### config.mk
export PLATFORM = sky130hd
export DESIGN_NAME = tug_field
export DESIGN_NICKNAME = d
export VERILOG_FILES = /design/src/rtl/tug_field.sv
export SDC_FILE = /design/constraint.sdc
export NUM_CORES = 1
export LEC_CHECK = 0
export ABC_CLOCK_PERIOD_IN_PS = 6600
export BUFFER_PORTS_ARGS = -buffer_cell sky130_fd_sc_hd__buf_4
export CAP_MARGIN = 20
export CORE_ASPECT_RATIO = 0.7
export CORE_UTILIZATION = 45
export CTS_BUF_LIST = sky130_fd_sc_hd__clkbuf_4 sky130_fd_sc_hd__clkbuf_8
export DETAILED_ROUTE_END_ITERATION = 10
export HOLD_SLACK_MARGIN = 0.12
export PLACE_DENSITY = 0.68
export SLEW_MARGIN = 20
export SYNTH_ARGS = -nofsm -noshare
export SYNTH_HDL_FRONTEND = slang
export SYNTH_SLANG_ARGS = --single-unit
### constraint.sdc
create_clock -name clk -period 6.6 [get_ports clk]
set_input_delay 1.32 -clock clk [delete_from_list [all_inputs] [get_ports clk]]
set_output_delay 1.32 -clock clk [all_outputs]
set_load 0.05 [all_outputs]
### src/rtl/tug_field.sv
// tug_field: tug-of-war playfield with a single lit LED, round-win detection and per-player saturating scores.
// Latency: one cycle; a press sampled at a rising edge updates lights, winner and scores at that same edge.
// Backpressure: none; presses arriving while a round is won are dropped, and restart holds play off while high.
module tug_field #(
    parameter int NUM_LIGHTS = 9,
    parameter int SCORE_W    = 3
) (
    input  logic                  clk,
    input  logic                  reset,
    input  logic                  L,
    input  logic                  R,
    input  logic                  restart,
    output logic [NUM_LIGHTS-1:0] lights,
    output logic [1:0]            winner,
    output logic [SCORE_W-1:0]    score_l,
    output logic [SCORE_W-1:0]    score_r
);

    localparam int                  PW        = $clog2(NUM_LIGHTS);
    localparam logic [PW-1:0]       POS_C     = PW'((NUM_LIGHTS - 1) / 2);
    localparam logic [PW-1:0]       POS_MAX   = PW'(NUM_LIGHTS - 1);
    localparam logic [SCORE_W-1:0]  SCORE_MAX = '1;

    // Encoding matches the winner output so a won state reads directly as the flag pair.
    typedef enum logic [1:0] {
        ST_PLAY  = 2'b00,
        ST_WIN_L = 2'b10,
        ST_WIN_R = 2'b01
    } state_t;

    state_t               state_q, state_d;
    logic [PW-1:0]        pos_q, pos_d;
    logic                 l_prev_q, l_prev_d;
    logic                 r_prev_q, r_prev_d;
    logic [SCORE_W-1:0]   score_l_q, score_l_d;
    logic [SCORE_W-1:0]   score_r_q, score_r_d;

    logic                 l_press;
    logic                 r_press;

    // Rising-edge press detect; prev samples reset high so a button held through reset is not a press.
    assign l_press = L & ~l_prev_q;
    assign r_press = R & ~r_prev_q;

    // State, position, edge-detect history and score registers.
    always_ff @(posedge clk or posedge reset) begin
        if (reset) begin
            state_q   <= ST_PLAY;
            pos_q     <= POS_C;
            l_prev_q  <= 1'b1;
            r_prev_q  <= 1'b1;
            score_l_q <= '0;
            score_r_q <= '0;
        end else begin
            state_q   <= state_d;
            pos_q     <= pos_d;
            l_prev_q  <= l_prev_d;
            r_prev_q  <= r_prev_d;
            score_l_q <= score_l_d;
            score_r_q <= score_r_d;
        end
    end

    // Next-state: restart dominates, simultaneous presses cancel, stepping off either end wins the round.
    always_comb begin
        state_d   = state_q;
        pos_d     = pos_q;
        score_l_d = score_l_q;
        score_r_d = score_r_q;
        // Edge-detect history follows the buttons in every state, so presses made during a win are consumed.
        l_prev_d  = L;
        r_prev_d  = R;

        case (state_q)
            ST_PLAY: begin
                if (restart) begin
                    pos_d = POS_C;
                end else if (l_press && !r_press) begin
                    if (pos_q == POS_MAX) begin
                        state_d = ST_WIN_L;
                        if (score_l_q != SCORE_MAX) begin
                            score_l_d = score_l_q + 1'b1;
                        end
                    end else begin
                        pos_d = pos_q + 1'b1;
                    end
                end else if (r_press && !l_press) begin
                    if (pos_q == '0) begin
                        state_d = ST_WIN_R;
                        if (score_r_q != SCORE_MAX) begin
                            score_r_d = score_r_q + 1'b1;
                        end
                    end else begin
                        pos_d = pos_q - 1'b1;
                    end
                end
            end
            ST_WIN_L, ST_WIN_R: begin
                if (restart) begin
                    state_d = ST_PLAY;
                    pos_d   = POS_C;
                end
            end
            default: begin
                state_d = ST_PLAY;
                pos_d   = POS_C;
            end
        endcase
    end

    // Output decode from registered state only; no input reaches an output combinationally.
    always_comb begin
        lights = '0;
        winner = 2'b00;
        case (state_q)
            ST_PLAY:  lights = NUM_LIGHTS'(1) << pos_q;
            ST_WIN_L: winner = 2'b10;
            ST_WIN_R: winner = 2'b01;
            default:  winner = 2'b00;
        endcase
    end

    assign score_l = score_l_q;
    assign score_r = score_r_q;

endmodule

; ---- Word-level counts from Yosys, hierarchy flattened
; Cells that the tools add are included.
[totals]
regBits = 14
latchBits = 0
ram_bits = 0
romBits = 0
in_bits = 5
output_inout_bits = 17
word_cells = 57
mem_count = 0
[op_classes]
add_sub_neg = 4
mul = 0
n_div = 0
n_lt_le_gt_ge = 0
eq_ne = 13
n_shift = 1
mux = 16
n_bitwise = 6
n_reduce_logical = 11
[op_table]
columns = cell, n
row1 = $mux W4, 6
row2 = $ne A3 B3 Y1 const B, 5
row3 = $mux W2, 6
row4 = $ne A4 B4 Y1 const B, 3
row5 = $reduce_and A5 Y1, 2
row6 = $mux W9, 1
row7 = $shl A1 B4 Y9 const A, 1
row8 = $pmux W2 S2, 2
row9 = $pmux W4 S2, 1
row10 = $add A3 B1 Y3 const B, 2
row11 = $reduce_and A6 Y1, 1
row12 = $add A4 B1 Y4 const B, 1
row13 = $eq A4 B4 Y1 const B, 1
row14 = $logic_not A4 Y1, 1
row15 = $ne A2 B2 Y1 const B, 2
row16 = $not A1 Y1, 4
row17 = $reduce_and A4 Y1, 1
row18 = $sub A4 B1 Y4 const B, 1
row19 = $and A1 B1 Y1, 2
row20 = $eq A2 B1 Y1 const B, 1
row21 = $eq A2 B2 Y1 const B, 1
row22 = $logic_and A1 B1 Y1, 2
row23 = $logic_not A1 Y1, 2
row24 = $logic_not A2 Y1, 1
row25 = $reduce_or A2 Y1, 1

; ---- Logic depth before layout (Yosys ltp)
[logic_depth]
word_depth = 8
depth_mapped = 11
ltp_nobuf = 10

; ---- Worst setup path after synthesis
; No wires, ideal clock.
[synth_timing]
kind = register to output
startpoint = reg state_q[0]
endpoint = out lights[0]
arrival_time_ns = 2.194
path_slack_ns = 3.086
stages_incl_launch_ff = 6
n_path_buf = 0
path_cell_list = dfrtp_1 inv_1 ha_1 inv_1 or3_1 nor3_1
[synth_between]
elab_chain_cells = 2
[synth_lines]
columns = element, line_no
row1 = from (decl), 31  ; state_t state_q, state_d;
row2 = from (signal assigned), 55  ; state_q <= state_d;
row3 = $logic_not A2 Y1, 115  ; case (state_q)
row4 = $mux W9, 115
row5 = to (decl), 13  ; output logic [NUM_LIGHTS-1:0] lights,
; No other way between the ends.

; ---- Worst setup path in the final report
; Same ends and word-level chain as after synthesis.

==> results_dict.tcl <==
set metrics [dict create \
    min_to "state_q[1]$_DFFE_PP0P_" \
    cts-buffers-inserted 3 \
    die_w_um 58.7 \
    rsz0062_at_grt "no" \
    port_buffers 21 \
    vias_per_cell 5.23 \
    yosys_warnings 0 \
    synth_area_leaders "dfrtp_1 (27%), ha_1 (15%), dfstp_2 (7.8%)" \
    groute.usage.overall_pct 20.7 \
    antenna_found_initial 0 \
    wl_met3_um 125 \
    fp.coreArea_um2 1980 \
    synth_cell_types 36 \
    path_clk_slew_ns 0.10 \
    status "complete, no violations" \
    min-delay-start "state_q[1]$_DFFE_PP0P_" \
    period_needed_ns 3.38 \
    fin_setup_tns_ns 0 \
    dp_slack_ns 2.95 \
    first_pass_iters 7 \
    maxSlewHeadroom_pct 63.9 \
    cts_tree "built" \
    synth_edf_count 0 \
    ir_drop_v 0.000131 \
    finalNonFillerCells 157 \
    ys_seq_area_share_pct 34.9 \
    worst_setup_path_start_kind "register" \
    drive_gt1_share_pct 28.3 \
    min_path_type "register to register" \
    worstPathMaxFanout 7 \
    slew_viol_final 0 \
    clkLatencyLatePin_ns 0.29 \
    routed_wl_um 2100 \
    critical_path.endpoint_type "primary output" \
    yosys_most_used_dff "dfrtp_1" \
    grt_overflow 0 \
    synth.top_cell.area_share_pct 27.2 \
    path_class "register to primary output" \
    ant_nets 0 \
    antennaDiodeCount 0 \
    rr_endpoint "pos_q[3]$_DFFE_PP0P_" \
    setup-violations-final 0 \
    cts_buffer_depth 2 \
    vias 821 \
    min_path_cells 1 \
    wl_met1_um 957 \
    slowest_delay_ns 0.42 \
    grt_pass1_vias 813 \
    rr_worst_depth 9 \
    ctsResizeCount 0 \
    grt_pass1_wl_um 3790 \
    drt_iter0_markers 37 \
    ioPinCount 22 \
    dp.cells 153 \
    hold_viol 0 \
    cp_data_arrival_time_ns 2.06 \
    p_leak_nw 0.610 \
    gp_congestion 0.807 \
    synth_top_area_cell "dfrtp_1" \
    wl_per_cell_um 13.4 \
    drv_cap 0 \
    start_util_pct 51.1 \
    final_nets 145 \
    max_slew.worst_pin.slew_ns 0.541 \
    r2r-start "r_prev_q$_DFF_PP1_" \
    cts.sinks 14 \
    fin_util_pct 61.3 \
    synthCells 107 \
    async_reset_ff_share_pct 100 \
    fin_ws_ns 3.22 \
    dpl.hpwl_um 1660 \
    crit_slowest_cell "dfrtp_1" \
    synthesis.area_um2 1010 \
    grt_max_degree 15 \
    drc_errors 0 \
    ys_ff_latch 14 \
    post-route-period-util_pct 51.3 \
    cts_setup_buffers 0 \
    syn2layout_area_growth_pct 20.1 \
    syn_avg_cell_area_um2 9.47 \
    die_h_um 41.7 \
    wl_met2_um 992 \
    dieArea_um2 2450 \
    row_count 13 \
    top_layer "met4" \
    regToRegSetupSlack_ns 3.84 \
    skew_ns 0.0142 \
    htree_num_levels 1 \
    p_per_area_nw_per_um2 362 \
    fmax_ghz 0.295 \
    cts_root_buffer "clkbuf_4" \
    p_total_w 0.000441 \
    crit_required_ns 5.28 \
    path_cells "inv_1 > ha_1 > inv_1 > or3_1 > nor3_1 > buf_4" \
    cp_common_cell "inv_1" \
    hold_buffers 0 \
    syn_nets 124 \
]
[registers in the layout, summed over array words and instances (netlist names)]
name,cells
score_l,3
l_prev_q,1
score_r,3
pos_q,4
state_q,2
r_prev_q,1
[worst max path at each step]
stage                           startpoint                    to  slack (ns)  cells past startpoint
floorplan           state_q[0]$_DFFE_PP0P_             lights[0]        3.09                      5
global placement                         L  pos_q[3]$_DFFE_PP0P_        3.03                     11
detailed placement                       L  pos_q[3]$_DFFE_PP0P_        2.95                     11
CTS                 state_q[0]$_DFFE_PP0P_             lights[0]        3.21                      6
global route        state_q[0]$_DFFE_PP0P_             lights[0]        3.06                      6
finish              state_q[0]$_DFFE_PP0P_             lights[0]        3.22                      6
[where the power goes]
group          switching [W]   total, W  internal, W
clock network      0.0000301  0.0000636    0.0000336
logic               0.000156   0.000243    0.0000865
registers          0.0000301   0.000135     0.000104
total               0.000217   0.000441     0.000224
[metrics by stage]
| step | cell area (um2) | hold WS (ns) |
|---|---|---|
| final | 1220 | 0.527 |
| after global routing | 1220 | 0.550 |
| after CTS | 1220 | 0.532 |
| after detailed placement | 1180 | 0.506 |
| after global placement | 1180 | 0.487 |
| after floorplan | 1010 | 0.481 |
[cell usage in the layout, fill, tap and decap left out, types with 2 or more instances in the layout]
| cell | n |
|---|---|
| mux2_2 | 3 |
| nor2b_1 | 2 |
| buf_4 | 21 |
| nor4_1 | 2 |
| nor3_1 | 4 |
| or3_1 | 2 |
| nand2_1 | 8 |
| dfstp_2 | 3 |
| a21oi_1 | 4 |
| a22oi_1 | 2 |
| nand2b_1 | 6 |
| a32o_1 | 2 |
| nor2_1 | 13 |
| mux2_4 | 2 |
| ha_1 | 12 |
| clkbuf_4 | 3 |
| xnor2_1 | 3 |
| dfrtp_1 | 11 |
| inv_1 | 8 |
[worst max-delay path, delay by kind of cell (launching register included)]
family | cells | cell delay [ns]
adder cells (fa/ha/maj) | 1 | 0.25
buffers and inverters | 3 | 0.50
flip-flops | 1 | 0.42
AND/OR/NAND/NOR | 2 | 0.61
[Yosys cell counts, types with 2 or more instances]
cell type	n
nand2_1	8
nor2b_1	2
inv_1	8
mux2_2	3
a22oi_1	2
nand2b_1	6
dfstp_2	3
or3_1	2
xnor2_1	3
a21oi_1	4
a32o_1	2
ha_1	12
nor2_1	13
nor3_1	4
mux2_4	2
nor4_1	2
clkbuf_1	2
dfrtp_1	11
[layer usage]
| layer | track usage, % | vias to the layer above |
|---|---|---|
| met3 | 5.61 | 4 |
| met5 | 0 | - |
| met2 | 33.4 | 28 |
| li1 | - | 411 |
| met4 | 5.71 | 0 |
| met1 | 27.1 | 378 |
[logic make-up after synthesis]
logic type	count (synthesis)	synth area share, %
and+or+nand+nor	44	23.1
buffers and inverters	13	5.68
DFF	14	34.9
muxes	6	7.28
adders and majority gates	12	14.8
AOI/OAI and AO/OA	14	10.7
xor gates and xnor gates	4	3.46
[layout make-up]
class,instances,area (um2)
fillers,176,767
inverters,8,30.0
multi-input cells,80,602
clock buffers,4,36.3
flip-flops and latches,14,354
well taps,30,37.5
repair buffers,21,158
No activity file was read; power rests on OpenSTA's default activity.
